<file path="config.mk">
export PLATFORM = sky130hd
export DESIGN_NAME = nor_bus_sequencer_flat
export DESIGN_NICKNAME = d
export VERILOG_FILES = /design/src/rtl/nor_bus_sequencer_if.sv /design/src/rtl/nor_bus_sequencer.sv /design/src/flat_wrapper.sv
export SDC_FILE = /design/constraint.sdc
export NUM_CORES = 1
export LEC_CHECK = 0
export CORE_UTILIZATION = 30
export CTS_BUF_LIST = sky130_fd_sc_hd__clkbuf_8 sky130_fd_sc_hd__clkbuf_16
export DETAILED_ROUTE_END_ITERATION = 10
export HOLD_SLACK_MARGIN = 0.06
export PLACE_DENSITY = 0.7
export SETUP_SLACK_MARGIN = 0.1
export SLEW_MARGIN = 20
export SYNTH_ARGS = -nofsm -noshare
export SYNTH_HDL_FRONTEND = slang
export SYNTH_SLANG_ARGS = --single-unit
</file>
<file path="constraint.sdc">
create_clock -name clk_i -period 1.66 [get_ports clk_i]
set_input_delay 0.166 -clock clk_i [delete_from_list [all_inputs] [get_ports clk_i]]
set_output_delay 0.166 -clock clk_i [all_outputs]
set_load 0.02 [all_outputs]
</file>
<file path="src/rtl/nor_bus_sequencer_if.sv">
// Wishbone pipelined request/response bundle between the NOR request path and nor_bus_sequencer.
// wb_err_o exists only when NOR_BUSY_TIMEOUT_EN is defined.
interface nor_bus_sequencer_if;
   logic [31:0] wb_adr_i;
   logic [15:0] wb_dat_i;
   logic        wb_we_i;
   logic        wb_stb_i;
   logic        wb_cyc_i;
   logic        wb_ack_o;
   logic [15:0] wb_dat_o;
   logic        wb_stall_o;
`ifdef NOR_BUSY_TIMEOUT_EN
   logic        wb_err_o;
`endif

   modport slave (
      input  wb_adr_i, wb_dat_i, wb_we_i, wb_stb_i, wb_cyc_i,
      output wb_ack_o, wb_dat_o, wb_stall_o
`ifdef NOR_BUSY_TIMEOUT_EN
      , wb_err_o
`endif
   );

   modport master (
      output wb_adr_i, wb_dat_i, wb_we_i, wb_stb_i, wb_cyc_i,
      input  wb_ack_o, wb_dat_o, wb_stall_o
`ifdef NOR_BUSY_TIMEOUT_EN
      , wb_err_o
`endif
   );
endinterface

</file>
<file path="src/rtl/nor_bus_sequencer.sv">
// Pipelined Wishbone slave turning single-word requests into timed NOR cycles (setup, access, hold).
// Optional NOR_BUSY_TIMEOUT_EN: a write blocked by RY low for BUSY_TIMEOUT cycles is dropped with wb_err_o.
module nor_bus_sequencer #(
   parameter int T_SETUP = 2,
   parameter int T_RD    = 4,
   parameter int T_WR    = 3,
   parameter int T_HOLD  = 1
`ifdef NOR_BUSY_TIMEOUT_EN
   ,
   parameter int BUSY_TIMEOUT = 1024
`endif
) (
   input  logic                clk_i,
   input  logic                reset_ni,
   nor_bus_sequencer_if.slave  wb,
   input  logic                nor_ry_i,
   input  logic [15:0]         nor_data_i,
   output logic [15:0]         nor_data_o,
   output logic [25:0]         nor_addr_o,
   output logic                nor_ce_o,
   output logic                nor_we_o,
   output logic                nor_oe_o,
   output logic                nor_data_oe
);

   localparam int M_A  = (T_SETUP > T_RD) ? T_SETUP : T_RD;
   localparam int M_B  = (T_WR > T_HOLD) ? T_WR : T_HOLD;
   localparam int MAXP = (M_A > M_B) ? M_A : M_B;
   localparam int CW   = $clog2(MAXP + 1);

   typedef enum logic [1:0] {IDLE, SETUP, ACCESS, HOLD} state_e;

   state_e        state_q, state_d;
   logic [CW-1:0] cnt_q, cnt_d;
   logic [25:0]   adr_q, adr_d;
   logic [15:0]   wdat_q, wdat_d;
   logic [15:0]   rdat_q, rdat_d;
   logic          we_q, we_d;
   logic          ack_q, ack_d;
   logic          ce_q, ce_d, oe_q, oe_d, wen_q, wen_d, doe_q, doe_d;
   logic          stall, accept, timeout_hit;
   logic          unused_adr_hi;

   assign unused_adr_hi = ^wb.wb_adr_i[31:26];

`ifdef NOR_BUSY_TIMEOUT_EN
   localparam int BW = $clog2(BUSY_TIMEOUT + 1);
   logic [BW-1:0] busy_cnt_q, busy_cnt_d;
   logic          err_q, err_d, wr_blocked;

   always_comb begin
      wr_blocked  = wb.wb_cyc_i & wb.wb_stb_i & wb.wb_we_i & ~nor_ry_i;
      timeout_hit = wr_blocked & (state_q == IDLE) & (busy_cnt_q == BW'(BUSY_TIMEOUT - 1));
      err_d       = timeout_hit;
      busy_cnt_d  = '0;
      if (wr_blocked && !timeout_hit) begin
         busy_cnt_d = (busy_cnt_q == BW'(BUSY_TIMEOUT - 1)) ? busy_cnt_q : busy_cnt_q + BW'(1);
      end
   end

   always_ff @(posedge clk_i) begin
      if (!reset_ni) begin
         busy_cnt_q <= '0;
         err_q      <= 1'b0;
      end else begin
         busy_cnt_q <= busy_cnt_d;
         err_q      <= err_d;
      end
   end

   assign wb.wb_err_o = err_q;
`else
   assign timeout_hit = 1'b0;
`endif

   // Reads ignore RY so a busy part can still be polled for status.
   assign stall      = (state_q != IDLE) | (wb.wb_we_i & ~nor_ry_i & ~timeout_hit);
   assign accept     = wb.wb_cyc_i & wb.wb_stb_i & ~stall & ~timeout_hit;
   assign wb.wb_stall_o = stall;

   always_comb begin
      state_d = state_q;
      cnt_d   = cnt_q;
      adr_d   = adr_q;
      wdat_d  = wdat_q;
      rdat_d  = rdat_q;
      we_d    = we_q;
      ack_d   = 1'b0;
      case (state_q)
         IDLE: begin
            if (accept) begin
               adr_d   = wb.wb_adr_i[25:0];
               wdat_d  = wb.wb_dat_i;
               we_d    = wb.wb_we_i;
               state_d = SETUP;
               cnt_d   = CW'(T_SETUP - 1);
            end
         end
         SETUP: begin
            if (cnt_q == '0) begin
               state_d = ACCESS;
               cnt_d   = we_q ? CW'(T_WR - 1) : CW'(T_RD - 1);
            end else begin
               cnt_d = cnt_q - CW'(1);
            end
         end
         ACCESS: begin
            if (cnt_q == '0) begin
               state_d = HOLD;
               cnt_d   = CW'(T_HOLD - 1);
               ack_d   = 1'b1;
               if (!we_q) rdat_d = nor_data_i;
            end else begin
               cnt_d = cnt_q - CW'(1);
            end
         end
         HOLD: begin
            if (cnt_q == '0) state_d = IDLE;
            else             cnt_d = cnt_q - CW'(1);
         end
         default: state_d = IDLE;
      endcase

      // Pad strobes are registered from the next state so they never glitch.
      ce_d  = !(state_d == SETUP || state_d == ACCESS);
      oe_d  = !(state_d == ACCESS && !we_d);
      wen_d = !(state_d == ACCESS && we_d);
      doe_d = we_d && (state_d != IDLE);
   end

   always_ff @(posedge clk_i) begin
      if (!reset_ni) begin
         state_q <= IDLE;
         cnt_q   <= '0;
         adr_q   <= '0;
         wdat_q  <= '0;
         rdat_q  <= '0;
         we_q    <= 1'b0;
         ack_q   <= 1'b0;
         ce_q    <= 1'b1;
         oe_q    <= 1'b1;
         wen_q   <= 1'b1;
         doe_q   <= 1'b0;
      end else begin
         state_q <= state_d;
         cnt_q   <= cnt_d;
         adr_q   <= adr_d;
         wdat_q  <= wdat_d;
         rdat_q  <= rdat_d;
         we_q    <= we_d;
         ack_q   <= ack_d;
         ce_q    <= ce_d;
         oe_q    <= oe_d;
         wen_q   <= wen_d;
         doe_q   <= doe_d;
      end
   end

   // A master that abandons the cycle still gets a complete NOR cycle, just no ack.
   assign wb.wb_ack_o = ack_q & wb.wb_cyc_i;
   assign wb.wb_dat_o = rdat_q;
   assign nor_addr_o  = adr_q;
   assign nor_data_o  = wdat_q;
   assign nor_ce_o    = ce_q;
   assign nor_oe_o    = oe_q;
   assign nor_we_o    = wen_q;
   assign nor_data_oe = doe_q;

endmodule

</file>
<file path="src/flat_wrapper.sv">
// flat-port wrapper written by rule: the top's interface ports become plain ports
module nor_bus_sequencer_flat 
#(
   parameter int T_SETUP = 2,
   parameter int T_RD    = 4,
   parameter int T_WR    = 3,
   parameter int T_HOLD  = 1

)
  (clk_i, reset_ni, nor_ry_i, nor_data_i, nor_data_o, nor_addr_o, nor_ce_o, nor_we_o, nor_oe_o, nor_data_oe, wb_wb_adr_i, wb_wb_dat_i, wb_wb_we_i, wb_wb_stb_i, wb_wb_cyc_i, wb_wb_ack_o, wb_wb_dat_o, wb_wb_stall_o);
  nor_bus_sequencer_if wb_i ();
  input  logic clk_i;
  input  logic reset_ni;
  input  logic nor_ry_i;
  input  logic [15:0] nor_data_i;
  output logic [15:0] nor_data_o;
  output logic [25:0] nor_addr_o;
  output logic nor_ce_o;
  output logic nor_we_o;
  output logic nor_oe_o;
  output logic nor_data_oe;
  input wire logic [$bits(wb_i.wb_adr_i)-1:0] wb_wb_adr_i;
  input wire logic [$bits(wb_i.wb_dat_i)-1:0] wb_wb_dat_i;
  input wire logic [$bits(wb_i.wb_we_i)-1:0] wb_wb_we_i;
  input wire logic [$bits(wb_i.wb_stb_i)-1:0] wb_wb_stb_i;
  input wire logic [$bits(wb_i.wb_cyc_i)-1:0] wb_wb_cyc_i;
  output wire logic [$bits(wb_i.wb_ack_o)-1:0] wb_wb_ack_o;
  output wire logic [$bits(wb_i.wb_dat_o)-1:0] wb_wb_dat_o;
  output wire logic [$bits(wb_i.wb_stall_o)-1:0] wb_wb_stall_o;
  assign wb_i.wb_adr_i = wb_wb_adr_i;
  assign wb_i.wb_dat_i = wb_wb_dat_i;
  assign wb_i.wb_we_i = wb_wb_we_i;
  assign wb_i.wb_stb_i = wb_wb_stb_i;
  assign wb_i.wb_cyc_i = wb_wb_cyc_i;
  assign wb_wb_ack_o = wb_i.wb_ack_o;
  assign wb_wb_dat_o = wb_i.wb_dat_o;
  assign wb_wb_stall_o = wb_i.wb_stall_o;
  nor_bus_sequencer #(.T_SETUP(T_SETUP), .T_RD(T_RD), .T_WR(T_WR), .T_HOLD(T_HOLD)) u_core (.clk_i(clk_i), .reset_ni(reset_ni), .wb(wb_i), .nor_ry_i(nor_ry_i), .nor_data_i(nor_data_i), .nor_data_o(nor_data_o), .nor_addr_o(nor_addr_o), .nor_ce_o(nor_ce_o), .nor_we_o(nor_we_o), .nor_oe_o(nor_oe_o), .nor_data_oe(nor_data_oe));
endmodule
</file>
==> run summary <==
The post-detailed-route count of antenna-violating nets is 0. Data on the critical path arrives at its endpoint at 1780 ps. The flow ran to the end, but the final reports show violations. The clock arrives with 7.47 ps of skew. The die covers 0.00953 mm^2.

STA classifies the critical path endpoint as a register. The run gives 2515 as the via count of the first global-routing pass. The mapped netlist covers 0.00274 mm^2. The run gives 0.743 as the final weighted congestion in routability-driven placement. 0 antenna diodes ended up in the layout. The share of async-settable or async-resettable flops after synthesis is 0.

The clock root buffer is sky130_fd_sc_hd__clkbuf_8. The worst hold path was traced through 3 stages. The number of slew-limit violations in the final report came out at 0. 134 I/O pins were placed.

The floorplan has 34 rows. For the setup slack on the worst flop-to-flop path, the log shows 100 ps. In this run the number of H-tree levels came out at 3. The number of cells traversed by the worst register-to-register path is 8, and the net switching share of the total power is 0.262.

The logs give 1880 ps for the data required time of the worst path and 7 for the total iterations of the first detailed-routing run. Hold violation total from the final report: 0. The final setup violation count came out at 0.

The tools report the number of hold buffers added after CTS as 0. The run gives -191 ps as the worst slack after detailed placement. The endpoint identified for the worst register-to-register timing path is u_core.nor_ce_o. The initial antenna violation count is 0. Start-to-end type of the worst setup path: register to register. For the global router's overall resource usage, the log shows 0.150.

Gate count of the mapped netlist: 313. In this design, the stage delay of the slowest critical-path cell is 340 ps. The finished layout holds 559 standard cells, fillers aside.

The via-per-instance ratio works out to 4.40. After clock tree synthesis, the clock-pin slew on the worst setup and hold paths is 70 ps. The die is 97.6 um tall. For the initial core utilization, the log shows 0.311. At the pin with the least slew margin, the transition time is 255 ps. Summed over all layers, the routed wires come to 6820 um. In this run the worst path has a maximum fanout of 2. After legalization and detailed placement, the total HPWL measured 4660 um. Dividing the detail-routed wire length by the instance count gives 12.2 um. TritonCTS built the clock tree. For the fmax, the log shows 639 MHz.

The most used flip-flop cell after synthesis is sky130_fd_sc_hd__dfxtp_1. After synthesis, the mean cell area works out to 8.76 um^2. At the later pin of the worst-skew pair, clock insertion delay measures 330 ps. The startpoint identified for the worst register-to-register timing path is u_core.cnt_q[1]. The portion of total power attributed to the clock network is 0.362, and the power share of the sequential group is 0.408. The fraction of the cycle the final worst path needs came out at 0.942. The tools report the final worst-path setup slack as 96.2 ps.

For this design, the sink count on the clock tree is 69. For hold timing, the worst endpoint is u_core.nor_ce_o. The count of buffer and inverter cells on the critical path came out at 2. The share of layout cells above drive strength 1 works out to 0.120. Once placement completed, the tool counted placed cells totaling 541.

The total DRC errors in the routed layout is 22, and the leakage dissipation is 1.60 nW. The clock tree buffer depth is 2. For this block, the via count after detailed routing is 2462.

Dividing total power by cell area gives a power density of 1000 mW/mm^2. The final-layout fill cell count is 845. The die is 97.6 um wide.

In this run, synthesis inferred 0 flip-flops with an integrated enable. The post-layout utilization of the core is 0.508. The region available for standard cell placement spans 0.00881 mm^2. Slowest cell on the critical path: sky130_fd_sc_hd__dfxtp_2. The starting DRC count in detailed routing is 68, and the layout overhead on the synthesized area is 63.0%.

Entering global routing, the biggest net connects 70 pins. The tightest min-delay check is of the input port to register type. During synthesis, Yosys emitted a total of 0 warnings. Startpoint class of the critical path: a register.

The number of input and output port buffers inserted came out at 127. The final reports fail on design-rule violations. IR analysis of the VDD net gives a maximum drop of 580 uV. Traced cell by cell, the critical path runs through inv_2 -> ha_4 -> and2b_1 -> nand2_2 -> xor2_2 -> inv_1 -> ha_1 -> nand2b_1.

The run gives 0.504 as the proportion of synthesized chip area in sequential cells. In the final timing run, aggregate negative setup slack is 0 ps. Subtracting the final worst setup slack from the clock period gives 1560 ps. The run gives 1.18 mW as the net switching power of the design. The relative contribution of combinational cells to total power was 0.230; the number of nets in the finished design was 521. The tools report the number of CTS-inserted buffers as 9.

In this design, the largest share of critical-path delay is due to adder cells. Setup repair after global routing could not meet its margin everywhere. The first global-routing pass estimated 11500 um of wire. Yosys mapped the design onto 34 distinct sky130hd cell types. The synthesis-stage register bit count came out at 69. Start point of the worst hold path: reset_ni. Total power for the finished layout comes to 4.49 mW.

The total global routing overflow came out at 0. The worst max-slew margin expressed relative to the limit is 0.826, and the max-cap check violation count is 0. Cell internal power was estimated by the tool at 3.31 mW.

The number of nets handed over by synthesis was 387.
power by group through the flow:
stage	Clock, mW	Combinational (mW)	Sequential (mW)
5_1_grt	1.75	1.13	1.85
3_3_place_gp	0	0.964	1.86
3_5_place_dp	0	0.975	1.87
4_1_cts	1.69	1.01	1.84
2_1_floorplan	0	0.438	1.96
6_report	1.63	1.03	1.83
stage by stage:
step	cell area [um^2]	hold WS, ps
after floorplan	2750	301
after detailed placement	4160	449
final	4470	299
after global routing	4470	279
after CTS	4430	257
after global placement	4160	442
cell usage in the layout, fill, tap and decap left out, drive strengths merged, types with 2 or more instances in the layout:
master and count:
clkbuf 9, clkdlybuf4s50 124, ha 4, buf 19, nor2 2, o221a 2
nand3 2, nor2b 4, a21oi 5, and2 2, nand2 120, dlygate4sd2 2
a21boi 58, bufinv 3, nand2b 5, dfxtp 69, inv 4
final cells by class:
type / count / area (um^2) / share of cell area
clock inverter: 6 / 111 / 0.0249
timing repair buffer: 145 / 1440 / 0.321
tap: 108 / 135 / 0.0302
clock buffer: 9 / 124 / 0.0277
inverter: 3 / 11.3 / 0.00252
sequential: 69 / 1390 / 0.310
multi-input combinational: 219 / 1270 / 0.284
sequential cells by signal, indices dropped and copies added (netlist names):
signal              cells
u_core.ack_q            1
u_core.cnt_q            3
u_core.nor_addr_o      26
u_core.nor_ce_o         1
u_core.nor_data_o      16
u_core.nor_data_oe      1
u_core.nor_oe_o         1
u_core.nor_we_o         1
u_core.state_q          2
u_core.wb.wb_dat_o     16
u_core.we_q             1
worst max path at each step:
| stage | from | to | slack [ps] | depth (start not counted) |
|---|---|---|---|---|
| 4_1_cts | u_core.cnt_q[0] | u_core.nor_data_oe | 100 | 8 |
| 3_5_place_dp | nor_ry_i | u_core.nor_addr_o[20] | -190 | 6 |
| 3_3_place_gp | nor_ry_i | u_core.nor_addr_o[16] | -100 | 6 |
| 2_1_floorplan | u_core.cnt_q[0] | u_core.nor_ce_o | 100 | 8 |
| 6_report | u_core.cnt_q[1] | u_core.nor_ce_o | 100 | 8 |
| 5_1_grt | u_core.cnt_q[1] | u_core.nor_ce_o | 10 | 8 |
tightest hold or removal path, cell delays in order:
cell	delay, ps
sky130_fd_sc_hd__buf_2	120
sky130_fd_sc_hd__buf_12	180
sky130_fd_sc_hd__nand2b_1	100
per-layer routing:
metal / up-vias / wire (um) / global-route usage / share of wire
met2: 75 / 3260 / 0.250 / 0.48
met1: 1096 / 3010 / 0.176 / 0.44
met3: 11 / 442 / 0.0468 / 0.065
li1: 1280 / - / - / -
met5: - / 0 / 0 / 0
met4: 0 / 110 / 0.0664 / 0.016
cells by family after synthesis:
family,synth area share
compound gates,0.188
xor+xnor,0.00639
fa+ha+maj,0.0182
buf+inv,0.0515
flops,0.504
mux,0.00365
simple gates,0.228
repair_timing:
item                                    in CTS  in global routing
endpoints found under the setup margin      53                 27
pin swaps                                    3                  3
setup buffers                                1                  2
gates resized for setup                     12                  7
synthesized netlist by cell type (2+ instances only):
master / n / share of area
sky130_fd_sc_hd__nand3_1: 2 / 0.0036
sky130_fd_sc_hd__nand2_1: 120 / 0.16
sky130_fd_sc_hd__clkbuf_1: 11 / 0.015
sky130_fd_sc_hd__and2_1: 2 / 0.0046
sky130_fd_sc_hd__dfxtp_1: 69 / 0.50
sky130_fd_sc_hd__ha_1: 4 / 0.018
sky130_fd_sc_hd__buf_4: 6 / 0.016
sky130_fd_sc_hd__a21boi_0: 48 / 0.13
sky130_fd_sc_hd__nand2b_4: 2 / 0.010
sky130_fd_sc_hd__a21oi_1: 5 / 0.0091
sky130_fd_sc_hd__a21boi_1: 10 / 0.027
sky130_fd_sc_hd__o221a_2: 2 / 0.0082
sky130_fd_sc_hd__nand2b_1: 3 / 0.0068
sky130_fd_sc_hd__inv_1: 3 / 0.0041
sky130_fd_sc_hd__buf_6: 3 / 0.012
sky130_fd_sc_hd__nor2b_1: 4 / 0.0091
sky130_fd_sc_hd__buf_2: 2 / 0.0036
No activity file was read; power rests on OpenSTA's default activity.
==> patch, RTL diff (same settings) <==
`T_SETUP` is set to 2 in 2 places; all go to 8.
--- a/src/rtl/nor_bus_sequencer.sv
+++ b/src/rtl/nor_bus_sequencer.sv
@@ -1,7 +1,7 @@
 // Pipelined Wishbone slave turning single-word requests into timed NOR cycles (setup, access, hold).
 // Optional NOR_BUSY_TIMEOUT_EN: a write blocked by RY low for BUSY_TIMEOUT cycles is dropped with wb_err_o.
 module nor_bus_sequencer #(
-   parameter int T_SETUP = 2,
+   parameter int T_SETUP = 8,
    parameter int T_RD    = 4,
    parameter int T_WR    = 3,
    parameter int T_HOLD  = 1
--- a/src/flat_wrapper.sv
+++ b/src/flat_wrapper.sv
@@ -1,7 +1,7 @@
 // flat-port wrapper written by rule: the top's interface ports become plain ports
 module nor_bus_sequencer_flat 
 #(
-   parameter int T_SETUP = 2,
+   parameter int T_SETUP = 8,
    parameter int T_RD    = 4,
    parameter int T_WR    = 3,
    parameter int T_HOLD  = 1
Formal check against the unedited RTL: not equivalent (Yosys sat finds a counterexample within 4 cycles, from zero or initial values and one cycle with reset_ni low).
==> patch against the original RTL <==
  * Area after synthesis is 4.3% lower
  * Via count is 7.8% higher
  * Cell area is 0.25% higher
  * Hold slack better by 0.061 ns
  * Critical path depth stayed put
  * Non-clock buffer count is 8 higher
  * Largest cell class unchanged
  * Clock power is 16% lower
  * Global-route usage is 0.94 points higher
  * Sequential cell count is 1 higher
  * Total power is 2.3% higher
  * Largest power group unchanged
  * Worst setup slack worse by 0.077 ns
  * Routed wire length is 11% higher
==> patch: results (changes against the original RTL) <==
• **result of the run** finished, final reports clean, was finished, violations left
• **level count of the clock H-tree** 3, unchanged
• **routability congestion estimate from global placement** 0.824, was 0.743
• **largest stage delay on the critical path** 0.33 ns
• **leading post-synthesis cells by instance count** sky130_fd_sc_hd__nand2_1 (105), sky130_fd_sc_hd__dfxtp_1 (70), sky130_fd_sc_hd__a21oi_1 (45), was sky130_fd_sc_hd__nand2_1 (120), sky130_fd_sc_hd__dfxtp_1 (69), sky130_fd_sc_hd__a21boi_0 (48)
• **number of library cell types mapped by synthesis** 33, was 34
• **Post-layout nets** 538, was 521
• **clock latency on the worst-skew pair** 0.34 ns
• **ranking of synthesized cells by area** sky130_fd_sc_hd__dfxtp_1 (53%), sky130_fd_sc_hd__nand2_1 (15%), sky130_fd_sc_hd__a21oi_1 (8.6%), sky130_fd_sc_hd__nand3_1 (3.4%), sky130_fd_sc_hd__o21ai_0 (3.2%), was sky130_fd_sc_hd__dfxtp_1 (50%), sky130_fd_sc_hd__nand2_1 (16%), sky130_fd_sc_hd__a21boi_0 (13%), sky130_fd_sc_hd__a21boi_1 (2.7%), sky130_fd_sc_hd__ha_1 (1.8%)
• **metal2 WL** 3670 um, was 3260 um
• **routed length per placed instance** 13.2 um, was 12.2 um
• **wire length on met3** 770 um, was 442 um
• **global-route wire length before repair** 11000 um, was 11500 um
• **data arrival at the endpoint of the critical path** 1.86 ns, was 1.78 ns
• **first-pass iteration count of the detailed router** 4, was 7
• **CP Max Fanout** 3, was 2
• **fill count** 769, was 845
• **count of vias placed by the detailed router** 2655, was 2462
• **Seq/Total Area, Yosys** 0.534, was 0.504
• **pin count of the biggest net entering global routing** 44, was 70
• **number of antenna violations at the first check in global routing** 0, unchanged
• **predominant post-synthesis flop cell** sky130_fd_sc_hd__dfxtp_1, unchanged
• **r2r setup slk** 0.02 ns, was 0.1 ns
• **critical-path cell with the highest stage delay** sky130_fd_sc_hd__dfxtp_2, unchanged
• **warning count from the yosys run** 0, unchanged
• **length of routed wiring on met1** 3000 um, was 3010 um
• **Post-Route Hold Slack** 0.360 ns, was 0.299 ns
• **Clock Skew** 0.0104 ns, was 0.00747 ns
• **Final HPWL DP** 5090 um, was 4660 um
• **number of nets produced by synthesis** 396, was 387
• **Root Buffer** sky130_fd_sc_hd__clkbuf_8, unchanged
• **HP Class** input port to flop, unchanged
• **Max-slew headroom** 0.755, was 0.826
• **violation count after the first detailed-route iteration** 77, was 68
• **P_leak** 0.00165 uW, was 0.00160 uW
• **number of buffers added on ports** 127, unchanged
• **worst vdd rail ir drop** 0.000529 V, was 0.000580 V
• **via count of the first global-routing pass** 2434, was 2515
• **number of diodes** 0, unchanged
• **total track usage** 0.159, was 0.150
• **fraction of layout cells with a size suffix above 1** 0.136, was 0.120
• **TritonCTS Buffers** 9, unchanged
[patch: cell count changes in the layout (fill, tap and decap cells not counted), moves of 4 or more]
cell / unedited run / this run
sky130_fd_sc_hd__inv_1: 1 / 6
sky130_fd_sc_hd__a21boi_0: 48 / 0
sky130_fd_sc_hd__a21oi_1: 5 / 43
sky130_fd_sc_hd__nor2b_1: 4 / 0
sky130_fd_sc_hd__a21boi_1: 10 / 0
sky130_fd_sc_hd__nand2_1: 119 / 103
sky130_fd_sc_hd__o21ai_1: 0 / 17
sky130_fd_sc_hd__nand3_1: 2 / 18
sky130_fd_sc_hd__nor2_1: 1 / 5
sky130_fd_sc_hd__buf_4: 15 / 19
[patch: per-stage QoR]
stage	std cells	setup slack, ns	area, um2	util
after CTS	569	0.0449	4370	0.524
after detailed placement	549	-0.0520	4100	0.492
after global routing	574	-0.0642	4480	0.537
after floorplan	322	-0.0825	2640	-
final	574	0.0196	4480	0.537
after global placement	549	-0.0366	4100	0.492
[patch: final cells by class]
type,count,area [um2],area share
clock inverters,5,50.0,0.0112
repair buffers,153,1540,0.344
inverters,7,26.3,0.00586
well taps,105,131,0.0293
clock buffers,11,151,0.0338
multi-input cells,223,1170,0.262
flip-flops and latches,70,1410,0.314
[patch: path summary, 6_finish.rpt]
kind	startpoint	end	cells after the start
worst max-delay path	u_core.cnt_q[0]	u_core.nor_ce_o	8
worst min-delay path	nor_data_i[0]	u_core.wb.wb_dat_o[0]	3
worst max register to register	u_core.cnt_q[0]	u_core.nor_ce_o	8
worst min register to register	u_core.nor_addr_o[4]	u_core.nor_addr_o[4]	2
[patch: repair_timing]
item                                    in CTS  in global routing
pin swaps                                    8                 10
cloned                                       0                  3
gates resized for setup                     11                 22
hold buffers                                 0                  0
buffers inserted                             4                  2
endpoints found under the setup margin       7                 26
[patch: worst max-delay path, delay by kind of cell, from the launching register on]
kind	cells	cell delay (ns)
fa+ha+maj	2	0.35
buf+inv	2	0.14
simple gates	3	0.53
xor+xnor	1	0.17
flops	1	0.33
[patch: kinds of logic after synthesis]
logic type,Yosys count,synth area share
AO/OA/AOI/OAI,71,0.144
XOR/XNOR,1,0.00334
adder cells (fa/ha/maj),4,0.0191
buffers and inverters,29,0.0501
flip-flops,70,0.534
multiplexers,1,0.00524
AND/OR/NAND/NOR,146,0.244
[patch: power by group]
group,switching (uW),total (uW),internal [uW]
clock,612,1370,763
sequential,85.8,1900,1810
combinational,638,1320,682
[patch: layer usage]
| metal | global-route usage | vias up |
|---|---|---|
| li1 | - | 1349 |
| met4 | 0.0746 | 0 |
| met3 | 0.0662 | 13 |
| met2 | 0.274 | 106 |
| met5 | 0 | - |
| met1 | 0.168 | 1187 |
